<file path="config.mk">
export PLATFORM = sky130hd
export DESIGN_NAME = uart_tx
export DESIGN_NICKNAME = d
export VERILOG_FILES = /design/src/rtl/uart_tx.sv
export SDC_FILE = /design/constraint.sdc
export NUM_CORES = 1
export LEC_CHECK = 0
export BUFFER_PORTS_ARGS = -buffer_cell sky130_fd_sc_hd__buf_2
export CORE_MARGIN = 5
export CORE_UTILIZATION = 30
export DETAILED_ROUTE_END_ITERATION = 7
export PLACE_DENSITY = 0.54
export SLEW_MARGIN = 20
export SYNTH_ARGS = -nofsm -noshare
export SYNTH_HDL_FRONTEND = slang
export SYNTH_SLANG_ARGS = --single-unit
</file>
<file path="constraint.sdc">
create_clock -name clock_50M -period 2.3 [get_ports clock_50M]
set_clock_uncertainty 0.15 [all_clocks]
set_input_delay 0.46 -clock clock_50M [delete_from_list [all_inputs] [get_ports clock_50M]]
set_output_delay 0.46 -clock clock_50M [all_outputs]
set_load 0.01 [all_outputs]
</file>
<file path="src/rtl/uart_tx.sv">
// uart_tx: UART transmitter with 8N1 framing, sent LSB first.
//
// Each frame is a start bit (0), eight data bits with tx_data[0] first, and a
// stop bit (1). Every bit lasts CLKS_PER_BIT cycles of clock_50M. A request is
// accepted only in IDLE. busy and tx=0 appear on the cycle after acceptance.
// On the edge that completes the stop bit, done pulses for one cycle and busy
// drops.
//
// Optional feature (macro UART_TX_PARITY_EN):
//   When the macro is defined, a PARITY bit goes between DATA and STOP. It
//   carries the even parity of the latched byte, giving an 8E1 frame of
//   11*CLKS_PER_BIT cycles. When the macro is undefined, no parity logic is
//   built.
//
// Parameters:
//   CLKS_PER_BIT  system clock cycles per bit period (217 gives 230400 baud at 50 MHz)
//   CNT_W         width of the baud counter; 2**CNT_W must exceed CLKS_PER_BIT
//
// Ports:
//   clock_50M  in   system clock, rising edge
//   n_rst      in   asynchronous active-low reset
//   start      in   transmit request, sampled every rising edge
//   tx_data    in   byte to send, sampled only when a request is accepted
//   busy       out  high while a frame is in progress
//   done       out  one-cycle pulse when the stop bit completes
//   tx         out  serial line, registered, idles high

module uart_tx #(
  parameter int unsigned CLKS_PER_BIT = 217,
  parameter int unsigned CNT_W        = 8
) (
  input  logic       clock_50M,
  input  logic       n_rst,
  input  logic       start,
  input  logic [7:0] tx_data,
  output logic       busy,
  output logic       done,
  output logic       tx
);

  localparam logic [CNT_W-1:0] LastCnt = CNT_W'(CLKS_PER_BIT - 1);

`ifdef UART_TX_PARITY_EN
  typedef enum logic [2:0] {
    StIdle,
    StStart,
    StData,
    StParity,
    StStop
  } state_e;
`else
  typedef enum logic [1:0] {
    StIdle,
    StStart,
    StData,
    StStop
  } state_e;
`endif

  state_e           state_q, state_d;
  logic [CNT_W-1:0] cnt_q, cnt_d;
  logic [2:0]       bit_idx_q, bit_idx_d;
  logic [7:0]       shift_q, shift_d;
  logic             tx_q, tx_d;
  logic             busy_q, busy_d;
  logic             done_q, done_d;
`ifdef UART_TX_PARITY_EN
  logic             parity_q, parity_d;
`endif

  // Bit boundaries happen only when the baud counter wraps.
  logic bit_end;
  assign bit_end = (cnt_q == LastCnt);

  always_ff @(posedge clock_50M or negedge n_rst) begin
    if (!n_rst) begin
      state_q   <= StIdle;
      cnt_q     <= '0;
      bit_idx_q <= '0;
      shift_q   <= '0;
      tx_q      <= 1'b1;
      busy_q    <= 1'b0;
      done_q    <= 1'b0;
`ifdef UART_TX_PARITY_EN
      parity_q  <= 1'b0;
`endif
    end else begin
      state_q   <= state_d;
      cnt_q     <= cnt_d;
      bit_idx_q <= bit_idx_d;
      shift_q   <= shift_d;
      tx_q      <= tx_d;
      busy_q    <= busy_d;
      done_q    <= done_d;
`ifdef UART_TX_PARITY_EN
      parity_q  <= parity_d;
`endif
    end
  end

  always_comb begin
    state_d   = state_q;
    cnt_d     = cnt_q;
    bit_idx_d = bit_idx_q;
    shift_d   = shift_q;
    tx_d      = tx_q;
    busy_d    = busy_q;
    done_d    = 1'b0;
`ifdef UART_TX_PARITY_EN
    parity_d  = parity_q;
`endif

    // The baud counter runs in every frame state and wraps on each bit boundary.
    if (state_q != StIdle) begin
      cnt_d = bit_end ? '0 : cnt_q + CNT_W'(1);
    end

    // tx_d is the value of the line for the next cycle. This keeps tx
    // registered without adding a cycle of latency.
    unique case (state_q)
      StIdle: begin
        tx_d   = 1'b1;
        busy_d = 1'b0;
        if (start) begin
          shift_d   = tx_data;
          cnt_d     = '0;
          bit_idx_d = '0;
          tx_d      = 1'b0;
          busy_d    = 1'b1;
          state_d   = StStart;
`ifdef UART_TX_PARITY_EN
          parity_d  = ^tx_data;
`endif
        end
      end

      StStart: begin
        if (bit_end) begin
          tx_d    = shift_q[0];
          state_d = StData;
        end
      end

      StData: begin
        if (bit_end) begin
          if (bit_idx_q == 3'd7) begin
`ifdef UART_TX_PARITY_EN
            tx_d    = parity_q;
            state_d = StParity;
`else
            tx_d    = 1'b1;
            state_d = StStop;
`endif
          end else begin
            // Shift on the same edge that puts the next bit on the line,
            // so tx always equals shift_q[0] while in DATA.
            bit_idx_d = bit_idx_q + 3'd1;
            shift_d   = {1'b0, shift_q[7:1]};
            tx_d      = shift_q[1];
          end
        end
      end

`ifdef UART_TX_PARITY_EN
      StParity: begin
        if (bit_end) begin
          tx_d    = 1'b1;
          state_d = StStop;
        end
      end
`endif

      StStop: begin
        if (bit_end) begin
          tx_d    = 1'b1;
          busy_d  = 1'b0;
          done_d  = 1'b1;
          state_d = StIdle;
        end
      end

      default: begin
        tx_d    = 1'b1;
        busy_d  = 1'b0;
        state_d = StIdle;
      end
    endcase
  end

  assign tx   = tx_q;
  assign busy = busy_q;
  assign done = done_q;

endmodule

</file>
### Yosys cells after proc, flatten, opt, wreduce, memory -nomap -nowiden

Index checks and enable logic that the tools add are counted.
W data, S select, Z words.

| operators by class | value |
|---|---|
| multiplexer cells | 29 |
| add/subtract/negate cells | 2 |
| eq/ne operators | 11 |
| reductions and logical operators | 8 |

Operators by type and width:

| cell | number |
|---|---|
| $mux W8 | 7 |
| $pmux W8 S2 | 1 |
| $ne A2 B2 Y1 const B | 6 |
| $mux W2 | 5 |
| $mux W1 | 9 |
| $mux W3 | 3 |
| $add A8 B1 Y8 const B | 1 |
| $eq A8 B8 Y1 const B | 1 |
| $pmux W2 S4 | 1 |
| $pmux W3 S2 | 1 |
| $reduce_bool A2 Y1 | 3 |
| $reduce_and A5 Y1 | 1 |
| $eq A2 B2 Y1 const B | 2 |
| $pmux W1 S4 | 1 |
| $reduce_and A4 Y1 | 1 |
| $add A3 B1 Y3 const B | 1 |
| $eq A3 B3 Y1 const B | 1 |
| $reduce_and A3 Y1 | 1 |
| $eq A2 B1 Y1 const B | 1 |
| $logic_not A2 Y1 | 1 |
| $pmux W1 S2 | 1 |
| $reduce_and A2 Y1 | 1 |

| word-level totals | value |
|---|---|
| output and inout bits | 3 |
| bits in registers | 24 |
| word-level logic and storage cells | 57 |
| bits of input ports | 11 |

### Logic depth before layout (Yosys ltp)

Gate-level depths: netlist of run 1.

| logic depth | value |
|---|---|
| depth after elaboration | 5 |
| mapped depth | 8 |
| depth with buffers taken out | 6 |

### Worst setup path after synthesis of run 1

OpenSTA, ideal clock, no wires.

| timing path | value |
|---|---|
| path type | register -> register |
| start point | register bit_idx_q[0] |
| end point | register shift_q[1] |
| library setup time | 0.123 ns |
| arrival time | 1.764 ns |
| slack | 0.263 ns |
| required time | 2.027 ns |
| cell stages (with the launch flop) | 6 |
| clock period less this slack | 2.037 ns |
| buffers on the path | 0 |
| cell sequence | dfrtp_1 ha_1 ha_1 nor4_4 nand3_1 o221a_1 |

| on the way | value |
|---|---|
| word-level cells in the longest chain between the ends | 3 |

Ends and longest elaborated chain:

| item | RTL line | text |
|---|---|---|
| start: declaration | 62 | `logic [2:0] bit_idx_q, bit_idx_d;` |
| start signal: assignment | 90 | `bit_idx_q <= bit_idx_d;` |
| $eq A3 B3 Y1 | 146 | `if (bit_idx_q == 3'd7) begin` |
| $ne A2 B2 Y1 (no line) | n/a |  |
| $reduce_and A4 Y1 (no line) | n/a |  |
| end signal: assignment | 91 | `shift_q <= shift_d;` |
| end: declaration | 63 | `logic [7:0] shift_q, shift_d;` |

Every way passes these cells.
A chain may end at the register's enable or synchronous reset.

### Worst setup path after layout of run 1

| timing path | value |
|---|---|
| start point | register bit_idx_q[0] |
| end point | register shift_q[4] |

Same word-level chain as after synthesis.

==> impl_metrics.yaml, run 1 <==
placed_design:
  port-buffer-count: 13
  place_area_mm2: 0.001660
  pre_cts_slack_ns: 0.1376
  place_congestion: 0.7643
  dp_cells: 230
  dpl.hpwl_um: 2454
final_layout:
  stdcell_area_mm2: 0.001715
  syn_to_final_growth_pct: 13.12
  layout-drive-gt1-share_pct: 20.36
  stdcell_count: 234
  diodes: 0
  final_nets: 187
yosys:
  synthArstFlopShare_pct: 100.0
  yosysWarnings: 0
  syn_nets: 170
  synth_top_family_by_area: "simple AND/OR/NAND/NOR gates"
  synth_area_mm2: 0.001516
  syn_inst: 151
  syn_avg_cell_area_um2: 10.04
  synth-edff-count: 0
  synthFlopType: "dfrtp_1"
  synth_compound_area_share_pct: 19.97
  synth-seq-area-share_pct: 39.69
  synth-xor-area-share_pct: 1.155
  synth_fa_ha_area_share_pct: 6.601
  yosys.cell_types.count: 43
  synth_mux_area_share_pct: 5.116
  yosys.area_share.simple_pct: 21.70
  yosys_register_bits: 24
setup_path:
  crit_type: "reg2reg"
  path_common_cell: "ha_1"
  reg2reg_depth: 5
  max_stage_delay_ns: 0.57
  crit_chain: "ha_1 > ha_1 > or4_4 > a21oi_2 > o221a_1"
  crit_path_end_kind: "flop"
  worst_r2r_endpoint: "shift_q[4]"
  reg2reg_from: "bit_idx_q[0]"
  cp_slowest_cell: "or4_4"
  crit_arrival_ns: 2.26
  crit_fanout: 6
  worstSetupStartpointType: "flop"
  r2r_slack_ns: 0.09
  crit_required_ns: 2.35
grt:
  grt_overflow: 0
  grt_pass1_vias: 1156
  track_usage_pct: 11.02
  grt_max_degree: 25
  antenna_found_initial: 0
  grt_pass1_wl_um: 5637
detailed_routing:
  viasPerCell: 5.107
  ant_nets: 0
  drc_errors: 0
  wirelength_um: 3328
  routedWlPerCell_um: 14.22
  drtPass1Iterations: 4
  vias: 1195
  drtIter0Drc: 46
timing:
  worstMarginPinSlew_ns: 0.5526
  hold_slack_ns: 0.01979
  finalCriticalPeriod_ns: 2.207
  max_slew_margin_pct: 63.16
  period_share_pct: 95.96
  layout_setup_ws_ns: 0.09291
  fin_setup_tns_ns: 0
  finalMaxSlewViolations: 0
  hold_viol: 0
  fmax_mhz: 453.1
  rsz0062_at_grt: "false"
  setup_violations: 0
clock_tree:
  clock_latency_ns: 0.27
  clock_sinks: 24
  h-tree-depth: 1
  cts_tree: "done"
  cts_resized: 0
  postCtsHoldBufs: 0
  cts_setup_buffers: 0
  clk_pin_slew_ns: 0.08
  cts_root_buf: "clkbuf_8"
  cts_buffers: 3
  cts_max_path_buffers: 2
pwr:
  power.switching_mw: 0.1488
  p_int_mw: 0.5827
  leakage_nw: 0.7060
  p_clk_share_pct: 39.4
  power_frac_seq_pct: 57.6
  power.share.switching_pct: 20.35
  ir_drop_mv: 0.1819
  pwr-share-comb_pct: 2.9
  p_per_area_mw_per_mm2: 426.5
worst_hold_path:
  hp-class: "in2async"
floorplan:
  die_h_um: 81.10
  initial_core_util_pct: 31.48
  die_area_mm2: 0.006576
  ios: 14
  rows: 25
  chipWidth_um: 81.10
  core_area_mm2: 0.004817
run_status:
  status: "completed"
job:
  maxCapViolCount: 0
==> how the worst max path moves through the flow <==
| stage | slack [ns] | endpoint | from |
|---|---|---|---|
| 2_1_floorplan | 0.26 | shift_q[1] | bit_idx_q[0] |
| 3_3_place_gp | 0.19 | shift_q[6] | bit_idx_q[0] |
| 3_5_place_dp | 0.14 | shift_q[6] | bit_idx_q[0] |
| 4_1_cts | 0.1 | shift_q[4] | bit_idx_q[0] |
| 5_1_grt | 0.02 | shift_q[4] | bit_idx_q[0] |
| 6_report | 0.09 | shift_q[4] | bit_idx_q[0] |
==> critical path, delay by kind of cell, from the launching register on <==
family | cells | cell delay [ns]
adder cells (fa/ha/maj) | 2 | 0.47
AO/OA/AOI/OAI | 2 | 0.52
AND/OR/NAND/NOR | 1 | 0.57
flip-flops | 1 | 0.43
==> flip-flops by register name, summed over array words and instances (netlist names) <==
| register | cells |
|---|---|
| cnt_q | 8 |
| done | 1 |
| shift_q | 8 |
| busy | 1 |
| state_q | 2 |
| bit_idx_q | 3 |
| tx | 1 |
==> cell usage in the layout, fill, tap and decap left out, types with 2 or more instances in the layout <==
cell,count
dfrtp_1,23
nand2_1,13
buf_2,13
o21ai_0,10
inv_1,8
nand3_1,8
ha_1,8
nor2_1,7
o22ai_1,7
buf_4,7
nand2b_1,6
o221a_1,6
a21oi_1,5
or3_1,4
mux2i_1,4
clkbuf_8,4
xnor2_1,2
nor3_1,2
o31ai_1,2
and2_1,2
nor2b_1,2
nand3b_1,2
o21a_1,2
mux2_1,2
==> power by group through the flow <==
| stage | registers [mW] | logic, mW | clock network (mW) |
|---|---|---|---|
| 2_1_floorplan | 0.430 | 0.00125 | 0 |
| 5_1_grt | 0.422 | 0.0251 | 0.312 |
| 3_5_place_dp | 0.430 | 0.0225 | 0 |
| 6_report | 0.422 | 0.0215 | 0.288 |
| 3_3_place_gp | 0.430 | 0.0215 | 0 |
| 4_1_cts | 0.422 | 0.0225 | 0.297 |
==> synth_stat cells (all sizes together) (6+ instances only) <==
library cell / n / area [um^2]
nand2: 14 / 60.06
nand2b: 6 / 37.54
o221a: 6 / 67.56
nor2: 7 / 26.28
clkbuf: 6 / 42.54
dfrtp: 23 / 575.6
o22ai: 7 / 43.79
nand3: 8 / 40.04
a21oi: 6 / 33.78
o21ai: 10 / 50.05
inv: 8 / 30.03
ha: 8 / 100.1
==> metal layers <==
metal,global-route usage [%],share of wire (%)
met5,0,0
met1,14.77,48
met2,17.08,45
met4,2.534,0.57
met3,3.769,6.3
==> cell type report <==
class	instances	area, um^2
fill	508	3102
multi-input combinational	111	827.0
sequential	24	601.8
timing repair buffer	20	117.6
tap	67	83.83
clock buffer	4	55.05
inverter	8	30.03
==> stage by stage <==
step | utilization [%] | total power, mW
finish | 35.61 | 0.7316
global route | 35.61 | 0.7586
CTS | 35.61 | 0.7413
detailed placement | 34.47 | 0.4525
global placement | 34.47 | 0.4514
floorplan | - | 0.4313
==> logic make-up (layout without fill, tap and decap cells) <==
| family | Yosys count | in the layout |
|---|---|---|
| AOI/OAI and AO/OA | 40 | 40 |
| xor gates and xnor gates | 2 | 2 |
| adders and majority gates | 8 | 8 |
| buffers and inverters | 16 | 32 |
| DFF | 24 | 24 |
| muxes | 7 | 7 |
| and+or+nand+nor | 54 | 54 |
Power figures use the tool's default switching activity.
==> run 2: changes to the inputs <==
Settings changed: PLACE_DENSITY 0.54 to 0.52.
==> run 2 against run 1 <==
Net effect: clock power is 9.7% lower; flip-flop and latch count unchanged; non-clock buffer count decreased by 2; via count shrank 0.84%; cell count is 0.85% lower; first-iteration DRC count decreased by 2.2%; largest cell class unchanged; register-to-register slack better by 0.04 ns; worst hold slack worse by 0.0012 ns; critical path type unchanged; final area down 1.0%; global-route usage grew 0.11 points.
==> impl_metrics.yaml, run 2 (synthesized netlist as in run 1, its figures left out) <==
run_status:
  status: "completed"
placed_design:
  port-buffer-count: 13
  place_area_mm2: 0.001645
  dpl.hpwl_um: 2433
  place_congestion: 0.7590
setup_path:
  path_common_cell: "ha_1"
  max_stage_delay_ns: 0.58
  crit_chain: "ha_1 > ha_1 > or4_4 > a21oi_4 > o221a_1"
  crit_arrival_ns: 2.22
  cp_slowest_cell: "or4_4"
  crit_fanout: 6
  worstSetupStartpointType: "flop"
  crit_path_end_kind: "flop"
  crit_type: "reg2reg"
  crit_required_ns: 2.35
floorplan:
  initial_core_util_pct: 31.48
  core_area_mm2: 0.004817
  rows: 25
  chipWidth_um: 81.10
  die_h_um: 81.10
  die_area_mm2: 0.006576
  ios: 14
timing:
  rsz0062_at_grt: "false"
  fin_setup_tns_ns: 0
  finalMaxSlewViolations: 0
  max_slew_margin_pct: 63.44
  hold_slack_ns: 0.01857
  setup_violations: 0
  fmax_mhz: 461.9
  worstMarginPinSlew_ns: 0.5485
  period_share_pct: 94.12
  hold_viol: 0
  finalCriticalPeriod_ns: 2.165
worst_hold_path:
  hp-class: "in2async"
job:
  maxCapViolCount: 0
final_layout:
  reg.largest.list: "cnt_q (8), shift_q (8), bit_idx_q (3)"
  layout_common_cells: "dfrtp_1, nand2_1, buf_2, o21ai_0"
  diodes: 0
  fill_cells: 504
  stdcell_area_mm2: 0.001698
  mostFrequentLayoutCell: "dfrtp_1"
  final_nets: 185
  layout-drive-gt1-share_pct: 18.79
  syn_to_final_growth_pct: 11.96
clock_tree:
  cts_root_buf: "clkbuf_8"
  cts_setup_buffers: 0
  clock_sinks: 24
  h-tree-depth: 1
  clock_latency_ns: 0.27
  cts_tree: "done"
  clk_pin_slew_ns: 0.09
  cts_max_path_buffers: 2
  cts_buffers: 3
pwr:
  ir_drop_mv: 0.2093
  p_int_mw: 0.5525
  p_clk_share_pct: 37.1
  finalPower_mw: 0.7005
  leakage_nw: 0.6921
  power.share.switching_pct: 21.13
  p_per_area_mw_per_mm2: 412.6
  pwr-share-comb_pct: 2.8
  power.switching_mw: 0.1480
  power_frac_seq_pct: 60.2
grt:
  grt_pass1_wl_um: 5830
  grt_overflow: 0
  antenna_found_initial: 0
  grt_pass1_vias: 1238
  grt_max_degree: 25
  track_usage_pct: 11.12
detailed_routing:
  wirelength_um: 3303
  drtPass1Iterations: 6
  routedWlPerCell_um: 14.24
  drtIter0Drc: 45
  vias: 1185
  drc_errors: 0
  ant_nets: 0
  viasPerCell: 5.108
run 2: cell types whose count changed in the layout (fill, tap and decap cells not counted):
| cell | previous run | this run |
|---|---|---|
| a21oi_4 | 0 | 1 |
| buf_4 | 7 | 5 |
| clkbuf_1 | 0 | 1 |
| a21oi_2 | 1 | 0 |
| clkbuf_8 | 4 | 3 |
run 2: path summary, 6_finish.rpt:
path	startpoint	end	slack, ns	depth (start not counted)
max in group asynchronous	n_rst	tx	1.61	1
min in group clock_50M	bit_idx_q[2]	bit_idx_q[2]	0.39	1
setup / recovery	bit_idx_q[0]	shift_q[4]	0.14	5
setup reg to reg	bit_idx_q[0]	shift_q[4]	0.14	5
hold / removal	n_rst	cnt_q[7]	0.02	1
hold reg to reg	bit_idx_q[2]	bit_idx_q[2]	0.39	1
run 2: what timing repair did:
| action | CTS | global route |
|---|---|---|
| hold endpoints to repair | 0 | 0 |
| hold buffers | 0 | 0 |
| gates resized for setup | 0 | 1 |
| setup endpoints to repair | 0 | 1 |
run 2: per-layer routing:
metal  routed length [um]  GRT usage (%)  up-vias
li1                     -              -      578
met1                 1520          13.92      588
met2                 1669          18.88       13
met3                   78          2.106        6
met4                   36          4.223        0
met5                    0              0        -
run 2: final cells by class:
type                       count  area, um^2  share of cell area, %
multi-input combinational    111       834.6                  49.15
sequential                    24       601.8                  35.45
timing repair buffer          18       102.6                  6.043
tap                           67       83.83                  4.937
clock buffer                   4       45.04                  2.653
inverter                       8       30.03                  1.769
run 2: critical path, delay by kind of cell, from the launching register on:
family,cells,cell delay (ns)
AO/OA/AOI/OAI,2,0.49
adder cells (fa/ha/maj),2,0.46
flip-flops,1,0.42
AND/OR/NAND/NOR,1,0.58
run 2: power by group through the flow:
stage | registers, mW | logic [mW] | clock network (mW)
global placement | 0.430 | 0.0199 | 0
finish | 0.422 | 0.0193 | 0.260
global route | 0.422 | 0.0230 | 0.288
detailed placement | 0.430 | 0.0204 | 0
floorplan | 0.430 | 0.00125 | 0
CTS | 0.422 | 0.0203 | 0.267
run 2: metrics by stage:
step | setup WS, ns | std cells | util (%)
2_1_floorplan | 0.2630 | 151 | -
6_report | 0.1352 | 232 | 35.25
3_3_place_gp | 0.1854 | 228 | 34.16
4_1_cts | 0.08122 | 232 | 35.09
3_5_place_dp | 0.09626 | 228 | 34.16
5_1_grt | 0.06425 | 232 | 35.25
==> run 3: changes to the inputs <==
Settings changed: CORE_UTILIZATION 30 to 58, PLACE_DENSITY 0.52 to 0.84, SLEW_MARGIN 20 to default.
==> run 3 against run 2 <==
Net effect: sequential power barely moved; first-iteration DRC count rose by 47%; maximum frequency fell by 0.66%; non-clock buffer count rose by 1; global-route usage rose by 7.8 points; routed wire length fell by 8.5%; via count fell by 0.59%; clock power rose by 19%; count of clock-buffer cells in the layout fell by 1; flip-flop and latch count did not move; largest power group unchanged; highest routed layer unchanged.
==> impl_metrics.yaml, run 3 (synthesized netlist as in run 1, its figures left out) <==
timing:
  finalMaxSlewViolations: 0
  hold_viol: 0
  hold_slack_ns: 0.3546
  finalCriticalPeriod_ns: 2.179
  max_slew_margin_pct: 64.69
  rsz0062_at_grt: "false"
  worstMarginPinSlew_ns: 0.5296
  setup_violations: 0
  fin_setup_tns_ns: 0
  period_share_pct: 94.75
  fmax_mhz: 458.9
clock_tree:
  h-tree-depth: 1
  clock_sinks: 24
  cts_tree: "done"
  cts_max_path_buffers: 2
  cts_resized: 0
  cts_root_buf: "clkbuf_4"
  cts_buffers: 3
  clock_latency_ns: 0.32
  clk_pin_slew_ns: 0.14
pwr:
  ir_drop_mv: 0.3746
  power_frac_seq_pct: 56.2
  p_clk_share_pct: 41.1
  p_int_mw: 0.6065
  power.share.switching_pct: 19.23
  p_per_area_mw_per_mm2: 451.9
  finalPower_mw: 0.7509
  pwr-share-comb_pct: 2.7
  leakage_nw: 0.6991
  power.switching_mw: 0.1444
worst_hold_path:
  hp-class: "in2reg"
  min_path_cells: 3
grt:
  grt_pass1_vias: 1234
  use_met1_pct: 24.41
  use_met2_pct: 32.33
  grt_pass1_wl_um: 5382
  antenna_found_initial: 0
  track_usage_pct: 18.92
  use_met3_pct: 2.935
  grt_overflow: 0
  grt_max_degree: 25
  grt_most_used_layer: "met2"
detailed_routing:
  drtPass1Iterations: 4
  drc_errors: 0
  wirelength_um: 3021
  routedWlPerCell_um: 15.41
  ant_nets: 0
  drtIter0Drc: 66
  viasPerCell: 6.010
  vias: 1178
final_layout:
  fill_cells: 195
  layout-drive-gt1-share_pct: 19.28
  final_nets: 186
  seqCellArea_um2: 601.8
  mostFrequentLayoutCell: "dfrtp_1"
  final_util_pct: 66.47
  reg.largest.list: "cnt_q (8), shift_q (8), bit_idx_q (3)"
  syn_to_final_growth_pct: 9.571
  diodes: 0
  layout_common_cells: "dfrtp_1, nand2_1, buf_2, o21ai_0"
  multiInputGateArea_um2: 827.0
  stdcell_area_mm2: 0.001662
setup_path:
  crit_path_end_kind: "flop"
  crit_arrival_ns: 2.30
  crit_fanout: 6
  crit_chain: "ha_1 > ha_1 > or4_4 > a21oi_2 > o221a_1"
  path_common_cell: "ha_1"
  max_stage_delay_ns: 0.56
  reg2reg_depth: 5
  crit_type: "reg2reg"
  crit_required_ns: 2.42
  cp_slowest_cell: "or4_4"
  worstSetupStartpointType: "flop"
floorplan:
  die_area_mm2: 0.003737
  die_h_um: 61.13
  chipWidth_um: 61.13
  rows: 18
  core_area_mm2: 0.002500
  ios: 14
  initial_core_util_pct: 60.66
run_status:
  status: "completed"
job:
  maxCapViolCount: 0
placed_design:
  place_area_mm2: 0.001599
  dpl.hpwl_um: 2184
  port-buffer-count: 13
  place_congestion: 0.8312
## run 3: repair_timing
action / CTS / global route
hold buffers: 1 / 0
endpoints found under the hold margin: 23 / 0
setup buffers: 0 / 0
## run 3: power by group through the flow
stage	registers (mW)	clock network (mW)	logic [mW]
floorplan	0.430	0	0.00125
global placement	0.430	0	0.0191
detailed placement	0.430	0	0.0196
CTS	0.422	0.316	0.0209
global route	0.422	0.335	0.0233
finish	0.422	0.309	0.0200
## run 3: worst paths after layout
path,startpoint,end,slack (ns)
setup / recovery,bit_idx_q[0],shift_q[4],0.12
hold / removal,tx_data[1],shift_q[1],0.35
setup reg to reg,bit_idx_q[0],shift_q[4],0.12
hold reg to reg,cnt_q[0],cnt_q[0],0.40
max in group asynchronous,n_rst,tx,1.14
min in group asynchronous,n_rst,cnt_q[7],0.48
## run 3: cell type report
cell class                      count  area share (%)
Clock buffer                        3           1.355
Clock inverter                      1           1.807
Inverter                            8           1.807
Multi-Input combinational cell    111           49.77
Sequential cell                    24           36.22
Tap cell                           30           2.259
Timing Repair Buffer               19           6.777
## run 3: worst max-delay path, delay by kind of cell, from the launching register on
kind                     cells  cell delay, ns
flip-flops                   1            0.44
AND/OR/NAND/NOR              1            0.56
adder cells (fa/ha/maj)      2            0.45
AO/OA/AOI/OAI                2            0.53
## run 3: metrics by stage
step                      worst slack (ns)  std cells
final                               0.1208        196
after floorplan                     0.2630        151
after CTS                           0.1114        196
after detailed placement            0.1365        191
after global routing               0.03296        196
after global placement              0.2044        191
## run 3: layer usage
layer | routed length (um) | vias up
li1 | - | 579
met1 | 1363 | 571
met2 | 1508 | 26
met3 | 132 | 2
met4 | 17 | 0
met5 | 0 | -
